### config.mk
export PLATFORM = sky130hd
export DESIGN_NAME = rrv64_l1_victim_buf
export DESIGN_NICKNAME = d
export VERILOG_FILES = /design/src/rtl/rrv64_victim_buf_pkg.sv /design/src/rtl/rrv64_victim_buf_mem.sv /design/src/rtl/rrv64_l1_victim_buf.sv
export SDC_FILE = /design/constraint.sdc
export NUM_CORES = 1
export LEC_CHECK = 0
export ABC_AREA = 1
export BUFFER_PORTS_ARGS = -buffer_cell sky130_fd_sc_hd__buf_4
export CORE_AREA = 4 4 663 665
export CTS_BUF_LIST = sky130_fd_sc_hd__clkbuf_4 sky130_fd_sc_hd__clkbuf_8 sky130_fd_sc_hd__clkbuf_16
export DETAILED_ROUTE_END_ITERATION = 10
export DIE_AREA = 0 0 667 669
export SLEW_MARGIN = 20
export SYNTH_ARGS = -nofsm -noshare
export SYNTH_HDL_FRONTEND = slang
export SYNTH_SLANG_ARGS = --single-unit
### constraint.sdc
create_clock -name clk -period 88.4 [get_ports clk]
set_input_delay 13.26 -clock clk [delete_from_list [all_inputs] [get_ports clk]]
set_output_delay 13.26 -clock clk [all_outputs]
set_load 0.02 [all_outputs]
### src/rtl/rrv64_victim_buf_pkg.sv
// rrv64_victim_buf_pkg: shared entry type, drain FSM states and width defaults for the L1 victim buffer
package rrv64_victim_buf_pkg;
  localparam int PADDR_W_DEF = 56;
  localparam int LINE_W_DEF = 512;
  typedef struct packed {
    logic [PADDR_W_DEF-1:0] addr;
    logic [LINE_W_DEF-1:0]  data;
    logic                   dirty;
  } vb_entry_t;
  typedef enum logic [1:0] {IDLE, DRAIN, DONE} vb_state_e;
endpackage

### src/rtl/rrv64_victim_buf_mem.sv
// rrv64_victim_buf_mem: DEPTH-entry victim line storage, one write and one read port, valid bits; entry view exported under RRV64_VICTIM_FWD_EN
module rrv64_victim_buf_mem
  import rrv64_victim_buf_pkg::*;
#(
  parameter int DEPTH = 4
) (
  input  logic                     clk,
  input  logic                     rst,
  input  logic                     we,
  input  logic [$clog2(DEPTH)-1:0] waddr,
  input  vb_entry_t                wdata,
  input  logic                     re,
  input  logic [$clog2(DEPTH)-1:0] raddr,
  output vb_entry_t                rdata,
  output logic [DEPTH-1:0]         vld
`ifdef RRV64_VICTIM_FWD_EN
  ,
  output vb_entry_t                ents [DEPTH]
`endif
);
  vb_entry_t mem_q [DEPTH];
  // line storage is never reset; the valid bits alone qualify it
  always_ff @(posedge clk) begin
    if (we) mem_q[waddr] <= wdata;
  end
  // valid bits: cleared on dequeue, set on enqueue
  always_ff @(posedge clk) begin
    if (rst) vld <= '0;
    else begin
      if (re) vld[raddr] <= 1'b0;
      if (we) vld[waddr] <= 1'b1;
    end
  end
  assign rdata = mem_q[raddr];
`ifdef RRV64_VICTIM_FWD_EN
  assign ents = mem_q;
`endif
endmodule

### src/rtl/rrv64_l1_victim_buf.sv
// rrv64_l1_victim_buf: in-order L1 victim FIFO with drain FSM; refill forwarding lookup enabled by RRV64_VICTIM_FWD_EN
module rrv64_l1_victim_buf
  import rrv64_victim_buf_pkg::*;
#(
  parameter int DEPTH   = 4,
  parameter int PADDR_W = PADDR_W_DEF,
  parameter int LINE_W  = LINE_W_DEF
) (
  input  logic               clk,
  input  logic               rst,
  input  logic               in_valid,
  output logic               in_ready,
  input  logic [PADDR_W-1:0] in_addr,
  input  logic [LINE_W-1:0]  in_data,
  input  logic               in_dirty,
  output logic               out_valid,
  input  logic               out_ready,
  output logic [PADDR_W-1:0] out_addr,
  output logic [LINE_W-1:0]  out_data,
  output logic               out_dirty,
  input  logic               drain_req,
  output logic               drain_done,
  output logic               empty,
  input  logic [PADDR_W-1:0] lkup_addr,
  output logic               lkup_hit,
  output logic [LINE_W-1:0]  lkup_data,
  output logic               lkup_dirty
);
  localparam int CW = $clog2(DEPTH + 1);
  localparam int PW = $clog2(DEPTH);
  logic [CW-1:0] count;
  logic [PW-1:0] wr_ptr, rd_ptr;
  vb_state_e state, state_nx;
  vb_entry_t wr_e, rd_e;
  logic [DEPTH-1:0] vld;
  logic push, pop;
  assign in_ready   = (count != CW'(DEPTH)) && (state == IDLE);
  assign out_valid  = count != '0;
  assign empty      = count == '0;
  assign drain_done = state == DONE;
  assign push       = in_valid && in_ready;
  assign pop        = out_valid && out_ready;
  assign wr_e       = '{addr: PADDR_W_DEF'(in_addr), data: LINE_W_DEF'(in_data), dirty: in_dirty};
  assign out_addr   = PADDR_W'(rd_e.addr);
  assign out_data   = LINE_W'(rd_e.data);
  assign out_dirty  = rd_e.dirty;
  // drain FSM next state: an empty buffer still spends one cycle in DRAIN
  always_comb begin
    state_nx = (state == IDLE)  ? (drain_req ? DRAIN : IDLE) :
               (state == DRAIN) ? (empty ? DONE : DRAIN) : IDLE;
  end
  // occupancy, pointers and FSM state
  always_ff @(posedge clk) begin
    if (rst) begin
      count  <= '0;
      wr_ptr <= '0;
      rd_ptr <= '0;
      state  <= IDLE;
    end else begin
      count  <= count + CW'(push) - CW'(pop);
      wr_ptr <= wr_ptr + PW'(push);
      rd_ptr <= rd_ptr + PW'(pop);
      state  <= state_nx;
    end
  end
`ifdef RRV64_VICTIM_FWD_EN
  vb_entry_t ents [DEPTH];
  rrv64_victim_buf_mem #(.DEPTH(DEPTH)) u_mem (
    .clk(clk), .rst(rst), .we(push), .waddr(wr_ptr), .wdata(wr_e),
    .re(pop), .raddr(rd_ptr), .rdata(rd_e), .vld(vld), .ents(ents)
  );
  // walk entries oldest to newest so the last match wins as the newest copy
  always_comb begin
    lkup_hit   = 1'b0;
    lkup_data  = '0;
    lkup_dirty = 1'b0;
    for (int i = 0; i < DEPTH; i++) begin
      if (vld[rd_ptr + PW'(i)] && ents[rd_ptr + PW'(i)].addr == PADDR_W_DEF'(lkup_addr)) begin
        lkup_hit   = 1'b1;
        lkup_data  = LINE_W'(ents[rd_ptr + PW'(i)].data);
        lkup_dirty = ents[rd_ptr + PW'(i)].dirty;
      end
    end
  end
`else
  logic unused_lkup;
  rrv64_victim_buf_mem #(.DEPTH(DEPTH)) u_mem (
    .clk(clk), .rst(rst), .we(push), .waddr(wr_ptr), .wdata(wr_e),
    .re(pop), .raddr(rd_ptr), .rdata(rd_e), .vld(vld)
  );
  assign lkup_hit    = 1'b0;
  assign lkup_data   = '0;
  assign lkup_dirty  = 1'b0;
  assign unused_lkup = ^{lkup_addr, vld};
`endif
endmodule

* Yosys cells after proc, flatten, opt, wreduce, memory -nomap -nowiden *
Memory sizes are Yosys's and may differ from the RTL's. A register that Yosys moved wholly into a read port is not among the register bits.
Index checks and enable logic that the tools add are counted.

word-level totals
  bits of input ports = 630
  register bits = 9
  memory bits (writable) = 2276
  word-level logic and storage cells = 25
  memories = 1

memory list
  name         words  bits a word  read ports  clocked after memory_dff  write ports  RTL line                    source
  u_mem.mem_q  4      569          1           1                         1            rrv64_victim_buf_mem.sv:21  vb_entry_t mem_q [DEPTH];

cells by class
  eq/ne operators = 3
  reductions and logical operators = 6
  add/subtract/negate cells = 4
  muxes and demuxes = 7

operator list
  cell                  count
  $mux W2               4
  $add A2 B1 Y2         2
  $add A3 B1 Y3         1
  $logic_and A1 B1 Y1   3
  $logic_not A3 Y1      1
  $mux W1               3
  $ne A3 B3 Y1 const B  1
  $reduce_bool A3 Y1    1
  $sub A3 B1 Y3         1
  $eq A2 B1 Y1 const B  1
  $eq A2 B2 Y1 const B  1
  $logic_not A2 Y1      1

* Logic depth before layout (Yosys ltp) *
Gate-level depths: netlist of the first run.

  word-level depth = 5
  depth in mapped cells = 13
  mapped depth without buffers = 13

* Cells and area by module *
From an unflattened synthesis of the first run, not the netlist that was laid out.

second synthesis, totals
  cells, all modules = 5974
  area total of the unflattened synthesis = 86165.1 um^2

by module, submodules not included
  module                cells an instance  sequential area each (um^2)  instances  area an instance (um^2)
  rrv64_victim_buf_mem  5406               68425.6                      1          81862.3
  rrv64_l1_victim_buf   568                180.2                        1          4302.9

* Worst setup path after synthesis of the first run *
Ideal clock, no wire load.

  path kind = input to register
  from = in in_valid
  to = mem u_mem.mem_q[0][0] in the netlist's numbering (enable)
  setup slack = 49.904 ns
  path buffers = 0
  data required time = 86.881 ns
  data arrival time = 36.978 ns
  cell stages on the path = 2
  library setup time = 1.519 ns
  cell sequence = nand2_1 > nor2_1

between the ends
  word-level cells in the longest chain between the ends = 3

RTL lines
  what                           RTL line                    source
  start, declared                rrv64_l1_victim_buf.sv:11   input logic in_valid,
  $logic_and A1 B1 Y1            rrv64_l1_victim_buf.sv:41   assign push = in_valid && in_ready;
  $mux W1                        rrv64_victim_buf_mem.sv:24  if (we) mem_q[waddr] <= wdata;
  $mux W1 (implied by the code)  rrv64_victim_buf_mem.sv:24
  end, declared                  rrv64_victim_buf_mem.sv:21

No other way between the ends.

==> impl_metrics.py, run 1 <==
metrics = {
    "status": {
        "status": "complete, no violations",
    },
    "timing": {
        "min_period_ns": 19.55,
        "max_freq_mhz": 51.1,
        "hold_viol_final": 0,
        "fin_setup_tns_ns": 0,
        "tightest_slew_ns": 1.09,
        "skew_ns": 0.109,
        "report.final.slew_viol_count": 0,
        "grt_setup_unrepaired": "false",
        "setup_viol": 0,
        "whs_ns": 0.510,
        "post-route-period-util_pct": 22.1,
        "slew_headroom_pct": 27.4,
        "fin_ws_ns": 68.85,
    },
    "routing": {
        "wl_met2_um": 139000,
        "dr.pass1.iters": 5,
        "highest_layer": "met5",
        "wl_met1_um": 95400,
        "dr_wl_met3_um": 24700,
        "drt-total-wl_um": 271000,
        "first_iter_violations": 3528,
        "vias_per_cell": 4.00,
        "wl_per_cell_um": 20.7,
        "vias": 52500,
        "drc": 0,
        "antenna_left": 0,
    },
    "place": {
        "placed_cells": 12700,
        "dp.final_hpwl_um": 178000,
        "gp_congestion": 0.785,
        "placed_cell_area_um2": 101000,
        "pre_cts_ws_ns": 69.67,
        "io_buffers": 1146,
    },
    "worst_setup_path": {
        "r2r-start": "count[1]",
        "crit_family": "buffers and inverters",
        "crit_start": "rd_ptr[0]",
        "max_stage_delay_ns": 0.87,
        "crit_chain": "buf_4, buf_4, buf_4, buf_4, buf_4, o21ai_1, o22ai_1, buf_4",
        "path_class": "reg2out",
        "r2r_cells": 8,
        "cp_num_buf_inv": 6,
        "arrival_ns": 6.29,
        "worst_setup_path_end_kind": "output pin",
        "cpMostUsedCell": "buf_4",
        "crit_cells": 8,
        "start_kind": "register",
        "crit_fanout": 87,
        "critPathRequiredTime_ns": 75.14,
        "cp_slowest_cell": "buf_4",
    },
    "yosys": {
        "synthTopCellsByArea": "edfxtp_1 78%, o21ai_0 5.4%, nor2_1 4.9%",
        "synth_top_cell_area_share_pct": 77.6,
        "yosys_warnings": 0,
        "synth_cell_types": 24,
        "synth-edff-count": 2276,
        "ys.flop_type": "edfxtp_1",
        "synthCells": 6082,
        "yosysMostFrequentCell": "edfxtp_1",
        "synthArstFlopShare_pct": 0,
        "ys_top_cells_by_count": "2276 x edfxtp_1, 1152 x nor2_1, 947 x o21ai_0",
        "ys_seq_area_share_pct": 77.8,
        "synth_top_area_cell": "edfxtp_1",
        "syn_area_um2": 88100,
        "ys_seq_elements": 2285,
        "syn_avg_cell_area_um2": 14.5,
    },
    "global_route": {
        "grt_max_degree": 204,
        "overflow": 0,
        "grt_pass1_wl_um": 365000,
        "grt_usage_pct": 11.3,
        "grt_antenna_before_repair": 99,
        "grt_pass1_vias": 48000,
    },
    "clocking": {
        "path_clk_slew_ns": 0.06,
        "cts_tree": "done",
        "cts_setup_buffers": 0,
        "cts_root_buffer": "clkbuf_16",
        "clkLatencyLatePin_ns": 0.96,
        "ctsLongestPathBuffers": 4,
        "htree_levels": 4,
        "hold_buffers": 0,
        "ctsResizeCount": 0,
        "clock-sinks": 2285,
        "cts-buffers-inserted": 240,
    },
    "min_path": {
        "worstHoldPathCells": 2,
        "hp-class": "reg2reg",
        "hp-start": "state[0]",
    },
    "cells_and_area": {
        "finalNetCount": 7797,
        "design_area_um2": 109000,
        "layout-drive-gt1-share_pct": 21.9,
        "fill_cells": 44500,
        "syn_to_final_growth_pct": 23.6,
        "stdcell_count": 13100,
    },
    "floorplan": {
        "die_x_um": 667,
        "die_area_um2": 446000,
        "core_area_um2": 434000,
        "rows": 242,
        "start_util_pct": 20.3,
        "io_pins": 1717,
        "die-height_um": 669,
    },
    "power": {
        "p_clk_share_pct": 30.2,
        "p_int_mw": 2.20,
        "p_sw_mw": 1.14,
        "sequentialPowerShare_pct": 40.6,
        "leakagePower_nw": 37.1,
        "pwr-share-comb_pct": 29.3,
        "ir_drop_mv": 0.0224,
        "p_per_area_nw_per_um2": 30.8,
        "p_sw_share_pct": 34.2,
    },
    "flow_run": {
        "drv_cap": 0,
    },
}
==> worst min-delay path: stages (launching register included) <==
cell	delay, ns
dfxtp_1	0.33
nand3_1	0.10
nor2_1	0.04
==> cell usage in the layout (no fill, tap or decap), types with 2 or more instances in the layout <==
master	n
clkinv_2	37
buf_4	1207
o21ai_0	947
clkinv_1	54
inv_1	14
nand3_1	3
nor2_1	1148
clkinv_16	8
o22ai_1	570
bufinv_16	24
edfxtp_1	2276
dfxtp_1	7
conb_1	514
inv_8	5
o21ai_1	191
ha_1	2
clkbuf_4	48
clkinvlp_4	9
a21oi_1	2
nand2_1	16
inv_6	9
diode_2	31
buf_12	12
nor2_4	4
clkbuf_16	241
dfxtp_4	2
==> stage by stage <==
stage,utilization (%),power [mW]
CTS,25.1,3.39
finish,25.1,3.35
global route,25.1,3.49
global placement,23.2,2.38
detailed placement,23.2,2.38
floorplan,-,2.04
==> layer usage <==
layer | track usage (%) | up-vias
met4 | 4.96 | 76
met2 | 20.1 | 1971
met5 | 0 | -
met3 | 4.13 | 519
li1 | - | 23900
met1 | 11.9 | 26100
==> registers in the layout (all words and copies together) (netlist names) <==
signal       cells
wr_ptr           2
count            3
rd_ptr           2
u_mem.mem_q   2276
state            2
==> final timing paths <==
check	to	slack [ns]
min reg2reg	state[1]	0.51
max reg2reg	u_mem.mem_q[2][317]	83.13
min	state[1]	0.51
max	out_data[179]	68.85
==> power groups by stage <==
| stage | clock network, mW | registers, mW | logic, mW |
|---|---|---|---|
| after floorplan | 0 | 1.52 | 0.529 |
| after global placement | 0 | 1.38 | 0.998 |
| after detailed placement | 0 | 1.38 | 0.998 |
| after CTS | 1.03 | 1.36 | 1.00 |
| after global routing | 1.08 | 1.37 | 1.04 |
| final | 1.01 | 1.36 | 0.980 |
==> cell type report <==
cell class                 instances  area, µm²  area share, %
sequential                      2285      68500           63.0
tap                             5734       7170           6.59
clock buffer                     290       6400           5.88
inverter                          16       83.8         0.0770
timing repair buffer            1220       9310           8.56
clock inverter                   147       1570           1.44
antenna                           31       77.6         0.0713
multi-input combinational       3401      15700           14.4
==> logic make-up (layout without fill, tap and decap cells) <==
group / count (synthesis) / count (layout) / synth area share (%)
AOI/OAI and AO/OA: 1710 / 1710 / 10.5
other: 1 / 545 / 0.00426
and+or+nand+nor: 1172 / 1172 / 5.00
xor gates and xnor gates: 2 / 2 / 0.0199
buffers and inverters: 909 / 1673 / 6.60
adders and majority gates: 3 / 3 / 0.0511
DFF: 2285 / 2285 / 77.8
(Power assumes the default switching activity.)
==> inputs of run 2 (changes only) <==
--- a/config.mk
+++ b/config.mk
@@ -7,10 +7,10 @@
 export LEC_CHECK = 0
 export ABC_AREA = 1
 export BUFFER_PORTS_ARGS = -buffer_cell sky130_fd_sc_hd__buf_4
-export CORE_AREA = 4 4 663 665
+export CORE_AREA = 4 4 659 661
 export CTS_BUF_LIST = sky130_fd_sc_hd__clkbuf_4 sky130_fd_sc_hd__clkbuf_8 sky130_fd_sc_hd__clkbuf_16
 export DETAILED_ROUTE_END_ITERATION = 10
-export DIE_AREA = 0 0 667 669
+export DIE_AREA = 0 0 663 665
 export SLEW_MARGIN = 20
 export SYNTH_ARGS = -nofsm -noshare
 export SYNTH_HDL_FRONTEND = slang
==> constraint.sdc (replaced) <==
create_clock -name clk -period 16.62 [get_ports clk]
set_input_delay 2.493 -clock clk [delete_from_list [all_inputs] [get_ports clk]]
set_output_delay 2.493 -clock clk [all_outputs]
set_load 0.02 [all_outputs]
==> impl_metrics.py, run 2 (synthesized netlist as in run 1, its figures left out) <==
metrics = {
    "status": {
        "status": "complete, no violations",
    },
    "routing": {
        "antenna_left": 0,
        "first_iter_violations": 3939,
        "vias": 52400,
        "drc": 0,
        "drt-total-wl_um": 273000,
        "wl_per_cell_um": 20.8,
        "vias_per_cell": 4.00,
        "dr.pass1.iters": 5,
    },
    "timing": {
        "grt_setup_unrepaired": "false",
        "tightest_slew_ns": 1.23,
        "hold_viol_final": 0,
        "fin_ws_ns": 8.32,
        "skew_ns": 0.0587,
        "post-route-period-util_pct": 49.9,
        "slew_headroom_pct": 17.7,
        "max_freq_mhz": 121,
        "fin_setup_tns_ns": 0,
        "setup_viol": 0,
        "min_period_ns": 8.30,
        "report.final.slew_viol_count": 0,
    },
    "floorplan": {
        "die-height_um": 665,
        "die_area_um2": 441000,
        "start_util_pct": 20.5,
        "die_x_um": 663,
        "io_pins": 1717,
        "core_area_um2": 429000,
        "rows": 241,
    },
    "worst_setup_path": {
        "worst_setup_path_end_kind": "output pin",
        "path_class": "reg2out",
        "arrival_ns": 5.80,
        "r2r_cells": 8,
        "r2r-start": "count[1]",
        "critPathRequiredTime_ns": 14.13,
        "crit_start": "rd_ptr[0]",
        "start_kind": "register",
        "crit_fanout": 176,
    },
    "clocking": {
        "ctsResizeCount": 0,
        "clkLatencyLatePin_ns": 0.91,
        "clock-sinks": 2285,
        "cts_tree": "done",
        "cts_root_buffer": "clkbuf_16",
        "hold_buffers": 0,
        "ctsLongestPathBuffers": 4,
        "cts_setup_buffers": 0,
        "htree_levels": 4,
        "path_clk_slew_ns": 0.06,
        "cts-buffers-inserted": 239,
    },
    "global_route": {
        "grt_max_degree": 228,
        "overflow": 0,
        "grt_pass1_vias": 48500,
        "grt_pass1_wl_um": 374000,
        "grt_antenna_before_repair": 99,
        "grt_usage_pct": 11.6,
    },
    "power": {
        "leakagePower_nw": 37.0,
        "p_per_area_nw_per_um2": 163,
        "ir_drop_mv": 0.122,
    },
    "place": {
        "dp.final_hpwl_um": 180000,
        "io_buffers": 1146,
        "gp_congestion": 0.793,
        "placed_cell_area_um2": 101000,
        "pre_cts_ws_ns": 9.21,
    },
    "min_path": {
        "worstHoldPathCells": 2,
        "hp-start": "state[0]",
        "hp-class": "reg2reg",
    },
    "cells_and_area": {
        "largest_reg_flops": 2276,
        "syn_to_final_growth_pct": 23.5,
        "final_common_cell": "edfxtp_1",
        "top_regs": "u_mem.mem_q x2276, count x3",
        "final_cell_mix": "2276 x edfxtp_1, 1192 x buf_4, 1148 x nor2_1",
        "layout-drive-gt1-share_pct": 21.7,
        "regMostFlops": "u_mem.mem_q",
        "design_area_um2": 109000,
        "finalNetCount": 7789,
    },
    "flow_run": {
        "drv_cap": 0,
    },
}
## run 2: metrics by stage
step	power (mW)	cells	hold WS, ns	utilization (%)
2_1_floorplan	10.6	6595	0.472	-
3_3_place_gp	12.6	12600	0.491	23.5
3_5_place_dp	12.6	12600	0.500	23.5
4_1_cts	18.0	13100	0.510	25.3
5_1_grt	18.5	13100	0.532	25.4
6_report	17.7	13100	0.509	25.4
## run 2: area by class of cell
| cell class | count | area [µm²] |
|---|---|---|
| Antenna cell | 52 | 130 |
| Multi-Input combinational cell | 3401 | 15700 |
| Inverter | 16 | 83.8 |
| Clock inverter | 158 | 1610 |
| Timing Repair Buffer | 1213 | 9370 |
| Sequential cell | 2285 | 68500 |
| Fill cell | 44100 | 320000 |
| Tap cell | 5710 | 7140 |
| Clock buffer | 273 | 6250 |
## run 2: worst max-delay path, stage by stage (launching register included)
cell	delay, ns
dfxtp_4	0.86
buf_12	0.63
buf_4	0.76
buf_4	0.77
buf_4	0.89
o21ai_1	0.16
o22ai_1	0.32
buf_4	0.21
## run 2: routing by layer
metal / vias up / GRT usage [%] / routed length (µm)
met4: 82 / 6.15 / 14400
met2: 1873 / 20.2 / 138000
met3: 510 / 4.21 / 23900
met1: 26100 / 12.2 / 96000
li1: 23900 / - / -
met5: - / 0 / 597
## run 2: worst paths after layout
kind / endpoint / slack [ns]
worst min register to register: state[1] / 0.51
worst min-delay path: state[1] / 0.51
worst max-delay path: out_data[178] / 8.32
worst max register to register: u_mem.mem_q[3][95] / 12.04
## run 2: power breakdown
group          total [mW]  switching (mW)  internal, mW  leakage [nW]
Clock                5.34            2.23          3.10          3.87
Sequential           7.24           0.140          7.10          20.8
Combinational        5.17            3.66          1.50          12.4
Total                17.7            6.04          11.7          37.0
